==> src/rtl/std_cache_pkg.sv <==
// Shared data-cache types and constants used by the cache port arbiter.
package std_cache_pkg;
  localparam int unsigned DCACHE_SET_ASSOC   = 4;
  localparam int unsigned DCACHE_INDEX_WIDTH = 8;
  localparam int unsigned DCACHE_TAG_WIDTH   = 12;
  localparam int unsigned DCACHE_LINE_WIDTH  = 64;
  // Port ids live in a fixed 3-bit field, so at most 8 requesters.
  localparam int unsigned DCACHE_PORT_W      = 3;

  localparam int unsigned SNOOP_PORT = 0;
  localparam int unsigned MISS_PORT  = 1;

  typedef logic [DCACHE_LINE_WIDTH-1:0]   cache_line_t;
  typedef logic [DCACHE_LINE_WIDTH/8-1:0] cl_be_t;
  typedef logic [DCACHE_PORT_W-1:0]       port_id_t;

  typedef struct packed {
    logic     valid;
    port_id_t id;
  } rd_port_t;
endpackage

==> src/rtl/dcache_port_arbiter_rr.sv <==
// Round-robin picker: grants the first request at or after ptr_i, wrapping.
module dcache_port_arbiter_rr
  import std_cache_pkg::*;
#(
  parameter int unsigned NR_REQ = 2
) (
  input  logic [NR_REQ-1:0] req_i,
  input  port_id_t          ptr_i,
  output logic [NR_REQ-1:0] gnt_o,
  output logic              vld_o
);

  always_comb begin
    gnt_o = '0;
    vld_o = 1'b0;
    for (int off = 0; off < int'(NR_REQ); off++) begin
      for (int k = 0; k < int'(NR_REQ); k++) begin
        if (!vld_o && req_i[k] && (k == (int'(ptr_i) + off) % int'(NR_REQ))) begin
          gnt_o[k] = 1'b1;
          vld_o    = 1'b1;
        end
      end
    end
  end

endmodule

==> src/rtl/dcache_port_arbiter.sv <==
// Data-cache SRAM port arbiter: fixed priority for low ports, round-robin for the
// rest, with lockable ownership bounded by LOCK_MAX and one-cycle read tracking.
module dcache_port_arbiter
  import std_cache_pkg::*;
#(
  parameter int unsigned NR_PORTS = 4,
  parameter int unsigned NR_FIXED = 2,
  parameter int unsigned LOCK_MAX = 16
) (
  input  logic                                         clk_i,
  input  logic                                         rst_ni,
  input  logic [NR_PORTS-1:0][DCACHE_SET_ASSOC-1:0]    req_i,
  input  logic [NR_PORTS-1:0]                          lock_i,
  input  logic [NR_PORTS-1:0][DCACHE_INDEX_WIDTH-1:0]  addr_i,
  input  logic [NR_PORTS-1:0][DCACHE_TAG_WIDTH-1:0]    tag_i,
  input  logic [NR_PORTS-1:0]                          we_i,
  input  cl_be_t [NR_PORTS-1:0]                        be_i,
  input  cache_line_t [NR_PORTS-1:0]                   data_i,
  output logic [NR_PORTS-1:0]                          gnt_o,
  output logic [NR_PORTS-1:0]                          rvalid_o,
  output logic [DCACHE_SET_ASSOC-1:0]                  hit_way_o,
  output logic [DCACHE_SET_ASSOC-1:0]                  sram_req_o,
  output logic [DCACHE_INDEX_WIDTH-1:0]                sram_addr_o,
  output logic                                         sram_we_o,
  output cl_be_t                                       sram_be_o,
  output cache_line_t                                  sram_data_o,
  output logic [DCACHE_TAG_WIDTH-1:0]                  sram_tag_o,
  input  logic [DCACHE_SET_ASSOC-1:0]                  hit_way_i,
  output logic                                         updating_cache_o
);

  localparam int unsigned NR_RR = NR_PORTS - NR_FIXED;
  localparam int unsigned CNT_W = $clog2(LOCK_MAX + 1);

  rd_port_t         owner_q, owner_d, rd_port_q, rd_port_d, tag_port_q, tag_port_d;
  logic [CNT_W-1:0] lock_cnt_q, lock_cnt_d;
  port_id_t         rr_ptr_q, rr_ptr_d, gnt_id;

  logic [NR_PORTS-1:0] port_req, owner_oh, arb_req, fixed_gnt, gnt;
  logic [NR_RR-1:0]    rr_gnt;
  logic                rr_vld, owner_hold, forced, gnt_lock;

  // Requests are masked while in reset so every output reads zero.
  always_comb begin
    for (int i = 0; i < int'(NR_PORTS); i++) begin
      port_req[i] = rst_ni && (|req_i[i]);
      owner_oh[i] = owner_q.valid && (owner_q.id == port_id_t'(i));
    end
  end

  assign owner_hold = |(owner_oh & port_req & lock_i);
  assign forced     = owner_hold && (lock_cnt_q == CNT_W'(LOCK_MAX));
  assign arb_req    = forced ? (port_req & ~owner_oh) : port_req;

  always_comb begin
    fixed_gnt = '0;
    for (int i = int'(NR_FIXED) - 1; i >= 0; i--) begin
      if (arb_req[i]) begin
        fixed_gnt    = '0;
        fixed_gnt[i] = 1'b1;
      end
    end
  end

  dcache_port_arbiter_rr #(
    .NR_REQ (NR_RR)
  ) i_rr (
    .req_i (arb_req[NR_PORTS-1:NR_FIXED]),
    .ptr_i (rr_ptr_q - port_id_t'(NR_FIXED)),
    .gnt_o (rr_gnt),
    .vld_o (rr_vld)
  );

  // A forced-out owner still gets the port back when nobody else wants it.
  always_comb begin
    gnt = '0;
    if (owner_hold && !forced)   gnt = owner_oh;
    else if (|fixed_gnt)         gnt = fixed_gnt;
    else if (rr_vld)             gnt[NR_PORTS-1:NR_FIXED] = rr_gnt;
    else if (forced)             gnt = owner_oh;
  end

  assign gnt_o     = gnt;
  assign gnt_lock  = |(gnt & lock_i);
  assign sram_we_o = |(gnt & we_i);

  always_comb begin
    sram_req_o  = '0;
    sram_addr_o = '0;
    sram_be_o   = '0;
    sram_data_o = '0;
    sram_tag_o  = '0;
    rvalid_o    = '0;
    gnt_id      = '0;
    for (int i = 0; i < int'(NR_PORTS); i++) begin
      if (gnt[i]) begin
        sram_req_o  = req_i[i];
        sram_addr_o = addr_i[i];
        sram_be_o   = be_i[i];
        sram_data_o = data_i[i];
        gnt_id      = port_id_t'(i);
      end
      if (tag_port_q.valid && (tag_port_q.id == port_id_t'(i))) sram_tag_o = tag_i[i];
      rvalid_o[i] = rd_port_q.valid && (rd_port_q.id == port_id_t'(i));
    end
  end

  assign hit_way_o        = rd_port_q.valid ? hit_way_i : '0;
  assign updating_cache_o = owner_q.valid && (owner_q.id != port_id_t'(SNOOP_PORT));

  always_comb begin
    owner_d    = gnt_lock ? {1'b1, gnt_id} : '0;
    rd_port_d  = {(|gnt) && !sram_we_o, gnt_id};
    tag_port_d = {(|gnt), gnt_id};

    if (forced)          lock_cnt_d = '0;
    else if (owner_hold) lock_cnt_d = lock_cnt_q + CNT_W'(1);
    else if (gnt_lock)   lock_cnt_d = CNT_W'(1);
    else                 lock_cnt_d = '0;

    rr_ptr_d = rr_ptr_q;
    if (|gnt[NR_PORTS-1:NR_FIXED]) begin
      rr_ptr_d = (gnt_id == port_id_t'(NR_PORTS - 1)) ? port_id_t'(NR_FIXED)
                                                      : gnt_id + port_id_t'(1);
    end
  end

  always_ff @(posedge clk_i or negedge rst_ni) begin
    if (!rst_ni) begin
      owner_q    <= '0;
      rd_port_q  <= '0;
      tag_port_q <= '0;
      lock_cnt_q <= '0;
      rr_ptr_q   <= port_id_t'(NR_FIXED);
    end else begin
      owner_q    <= owner_d;
      rd_port_q  <= rd_port_d;
      tag_port_q <= tag_port_d;
      lock_cnt_q <= lock_cnt_d;
      rr_ptr_q   <= rr_ptr_d;
    end
  end

endmodule

==> config.mk <==
export PLATFORM = sky130hd
export DESIGN_NAME = dcache_port_arbiter
export DESIGN_NICKNAME = d
export VERILOG_FILES = /design/src/rtl/std_cache_pkg.sv /design/src/rtl/dcache_port_arbiter_rr.sv /design/src/rtl/dcache_port_arbiter.sv
export SDC_FILE = /design/constraint.sdc
export NUM_CORES = 1
export LEC_CHECK = 0
export CAP_MARGIN = 10
export CORE_AREA = 2 2 196 198
export DETAILED_ROUTE_END_ITERATION = 8
export DIE_AREA = 0 0 198 200
export DONT_BUFFER_PORTS = 1
export PLACE_DENSITY = 0.3
export RECOVER_POWER = 100
export SYNTH_ARGS = -nofsm -noshare
export SYNTH_HDL_FRONTEND = slang
export SYNTH_SLANG_ARGS = --single-unit
==> constraint.sdc <==
create_clock -name clk_i -period 6.65 [get_ports clk_i]
set_input_delay 0.665 -clock clk_i [delete_from_list [all_inputs] [get_ports clk_i]]
set_output_delay 0.665 -clock clk_i [all_outputs]
set_load 0.02 [all_outputs]
==> impl_metrics.ini <==
[clock_network]
cts.sinks = 13
cts-resized-gates = 0
h-tree-depth = 1
clk_root_buffer_cell = sky130_fd_sc_hd__clkbuf_16
cts_tree = built
clk-insertion-delay-late_ns = 0.24
post-cts-setup-buffer-count = 0
cts_max_path_buffers = 2
cts.clk_slew.worst_paths_ns = 0.05
cts_made_buffers = 3
cts-hold-fix-buffers = 0

[logic_synthesis]
synth.avg_cell_area_sq_um = 7.162
synth_edf_count = 0
postSynthRegisterBits = 13
synth_fp_nets = 839
yosys.cell_types.count = 50
post_synth_instance_area_sq_um = 3144
syn-instance-count = 439
seq_area_frac_synth = 0.1035
yosys_most_used_dff = sky130_fd_sc_hd__dfrtp_1
synth_async_sr_flop_share = 1.000
synthesis.yosys.warnings = 0

[setup_path]
crit_path_end = sram_req_o[3]
crit_path_kind = in2out
worst-r2r-cell-count = 10
critical_path_peak_fanout = 66
timing.critical_path.from_type = input pin
worst_ep_arrival_time_ns = 4.29
crit_start = req_i[4]
crit-reg2reg-capture = rd_port_q[3]
crit-reg2reg-launch = lock_cnt_q[0]
setup.worst_path.end_class = output pin
cp_data_required_time_ns = 5.98
timing.reg2reg.setup_slack_ns = 3.41

[placed_design]
globalplace.congestion = 0.8157
detailed_place.area_sq_um = 3637
placement.io_buffers = 0
dp_hpwl_mm = 18.66

[floorplanning]
die_x_um = 198
design.core.area_sq_um = 37400
start_util = 0.08407
fp-row-count = 71
die_area_sq_um = 39600
io-pin-count = 508
die_h_um = 200

[layout]
drive_gt1_frac = 0.07389
area_overhead_vs_synth_pct = 17.43
nNetsFinal = 807
finish.instance_area_sq_um = 3692

[routing]
drt_first_pass_iters = 9
routedWlPerCell_um = 23.58
routed_wl_mm = 21.72
number_of_drc_violations_after_detailed_routing_iteration_0 = 673
antenna_left = 0
drt_drc_violations_left = 0
vias = 4088
avgViaCountPerCell = 4.439

[timing]
clock_skew_ns = 0.001489
slew_violations = 0
tightestPinTransition_ns = 1.180
fin_crit_sh = 0.7448
setup_viol_count_final = 0
finalHoldViolCount = 0
unrepaired_setup_endpoints_after_global_routing = false
maxClockFrequency_mhz = 201.9
finalSetupTns_ns = 0
max_slew_margin = 0.2087
fin_crit_ns = 4.953

[status]
status = complete, no violations

[global_routing]
antenna_found_initial = 5
pin_count_of_the_biggest_net_entering_global_routing = 88
global_route.overflow_total = 0
grt_pass1_wl_mm = 25.98
vias_in_the_first_global_route = 3546
grt_usage = 0.09299

[power]
static-leakage-power_nw = 1.266
cellPowerDensity_nw_per_um2 = 165.7
peakVddDrop_mv = 0.08683

[flow_run]
max_cap_viol_count = 0

[hold_path]
holdCritPathClass = in2async
-- final cells by class --
type	count	area [sq um]
Fill cell	4339	33710
Multi-Input combinational cell	374	2542
Tap cell	511	639.4
Sequential cell	13	325.3
Clock buffer	4	78.83
Timing Repair Buffer	7	65.06
Inverter	8	31.28
Antenna cell	4	10.01
-- cells by family after synthesis --
logic type,Yosys count,share of synthesized area
XOR/XNOR,3,0.008358
flip-flops,13,0.1035
AND/OR/NAND/NOR,235,0.3247
AO/OA/AOI/OAI,122,0.3860
adder cells (fa/ha/maj),2,0.007957
multiplexers,12,0.08595
buffers and inverters,52,0.08356
-- power breakdown --
part | switching (mW) | internal, mW
clock network | 0.0352 | 0.0811
registers | 0.0200 | 0.0883
logic | 0.280 | 0.107
-- cell usage in the layout (no fill, tap or decap), types with 4 or more instances in the layout --
cell type                  Yosys  routed
sky130_fd_sc_hd__a222oi_1     84      84
sky130_fd_sc_hd__and2_0        0      16
sky130_fd_sc_hd__and3_1        5       4
sky130_fd_sc_hd__buf_4         7       6
sky130_fd_sc_hd__dfrtp_1      13      13
sky130_fd_sc_hd__diode_2       0       4
sky130_fd_sc_hd__inv_1         7       7
sky130_fd_sc_hd__mux4_2       12      12
sky130_fd_sc_hd__nand2_1     178     178
sky130_fd_sc_hd__nand3_1       6       6
sky130_fd_sc_hd__nand4_1       4       4
sky130_fd_sc_hd__nor2_1       11      11
sky130_fd_sc_hd__o21ai_0       6       6
-- layer usage --
metal | vias to the layer above | wire length [um] | global-route usage | share of wire
met5 | - | 0 | 0 | 0
met4 | 0 | 680 | 0.03453 | 0.031
met3 | 26 | 1837 | 0.01495 | 0.085
met2 | 363 | 10930 | 0.1664 | 0.50
met1 | 2004 | 8267 | 0.1120 | 0.38
li1 | 1695 | - | - | -
-- worst max-delay path, cell delays in order --
cell and delay, ns:
sky130_fd_sc_hd__o41ai_1 0.83, sky130_fd_sc_hd__nor2_1 0.27, sky130_fd_sc_hd__o31ai_1 0.47, sky130_fd_sc_hd__nand2_1 0.16, sky130_fd_sc_hd__a211oi_1 1.00, sky130_fd_sc_hd__buf_12 0.36, sky130_fd_sc_hd__nand2_1 0.17, sky130_fd_sc_hd__nand2_1 0.33
-- per-stage QoR --
step / hold slack [ns] / setup slack (ns) / util / instances / power, mW
final: 0.1196 / 1.697 / 0.09873 / 921 / 0.6119
after global routing: 0.1080 / 1.268 / 0.09866 / 920 / 0.6517
after CTS: 0.1125 / 2.184 / 0.09936 / 917 / 0.6250
after detailed placement: 0.3733 / 2.191 / 0.09725 / 913 / 0.5054
after global placement: 0.3731 / 2.206 / 0.09725 / 913 / 0.5069
after floorplan: 0.3694 / 3.208 / - / 439 / 0.4205
-- sequential cells by signal, summed over array words and instances, names as in the netlist --
| register | count |
|---|---|
| owner_q | 3 |
| rd_port_q | 1 |
| rr_ptr_q | 1 |
| lock_cnt_q | 5 |
| tag_port_q | 3 |
-- synthesized netlist by cell type, drive strengths merged (2+ instances only) --
library cell / instances / area [sq um]
dfrtp: 13 / 325.3
a22oi: 2 / 15.01
and2: 16 / 100.1
nand4: 4 / 25.02
mux4: 12 / 270.3
o41ai: 4 / 87.58
o21ai: 6 / 30.03
and3b: 2 / 17.52
o22ai: 2 / 25.02
nand4b: 2 / 17.52
and3: 5 / 31.28
o2111ai: 3 / 26.28
o211ai: 2 / 15.01
ha: 2 / 25.02
buf: 20 / 142.6
nand3: 6 / 30.03
o21a: 2 / 16.27
nor2b: 2 / 12.51
clkbuf: 24 / 90.09
inv: 8 / 30.03
a21o: 2 / 15.01
nand2: 178 / 668.1
o31ai: 3 / 32.53
o41a: 3 / 33.78
xor2: 2 / 17.52
a222oi: 84 / 840.8
a21oi: 2 / 10.01
nor2: 11 / 41.29
nor3b: 2 / 15.01
-- how the worst min path moves through the flow --
stage / endpoint / slack (ns) / cells past startpoint
after floorplan: lock_cnt_q[0] / 0.37 / 0
after CTS: owner_q[1] / 0.11 / 0
after detailed placement: rr_ptr_q[0] / 0.37 / 0
after global placement: rr_ptr_q[0] / 0.37 / 0
after global routing: lock_cnt_q[2] / 0.11 / 0
final: rr_ptr_q[0] / 0.12 / 0
No activity file was read; power rests on OpenSTA's default activity.
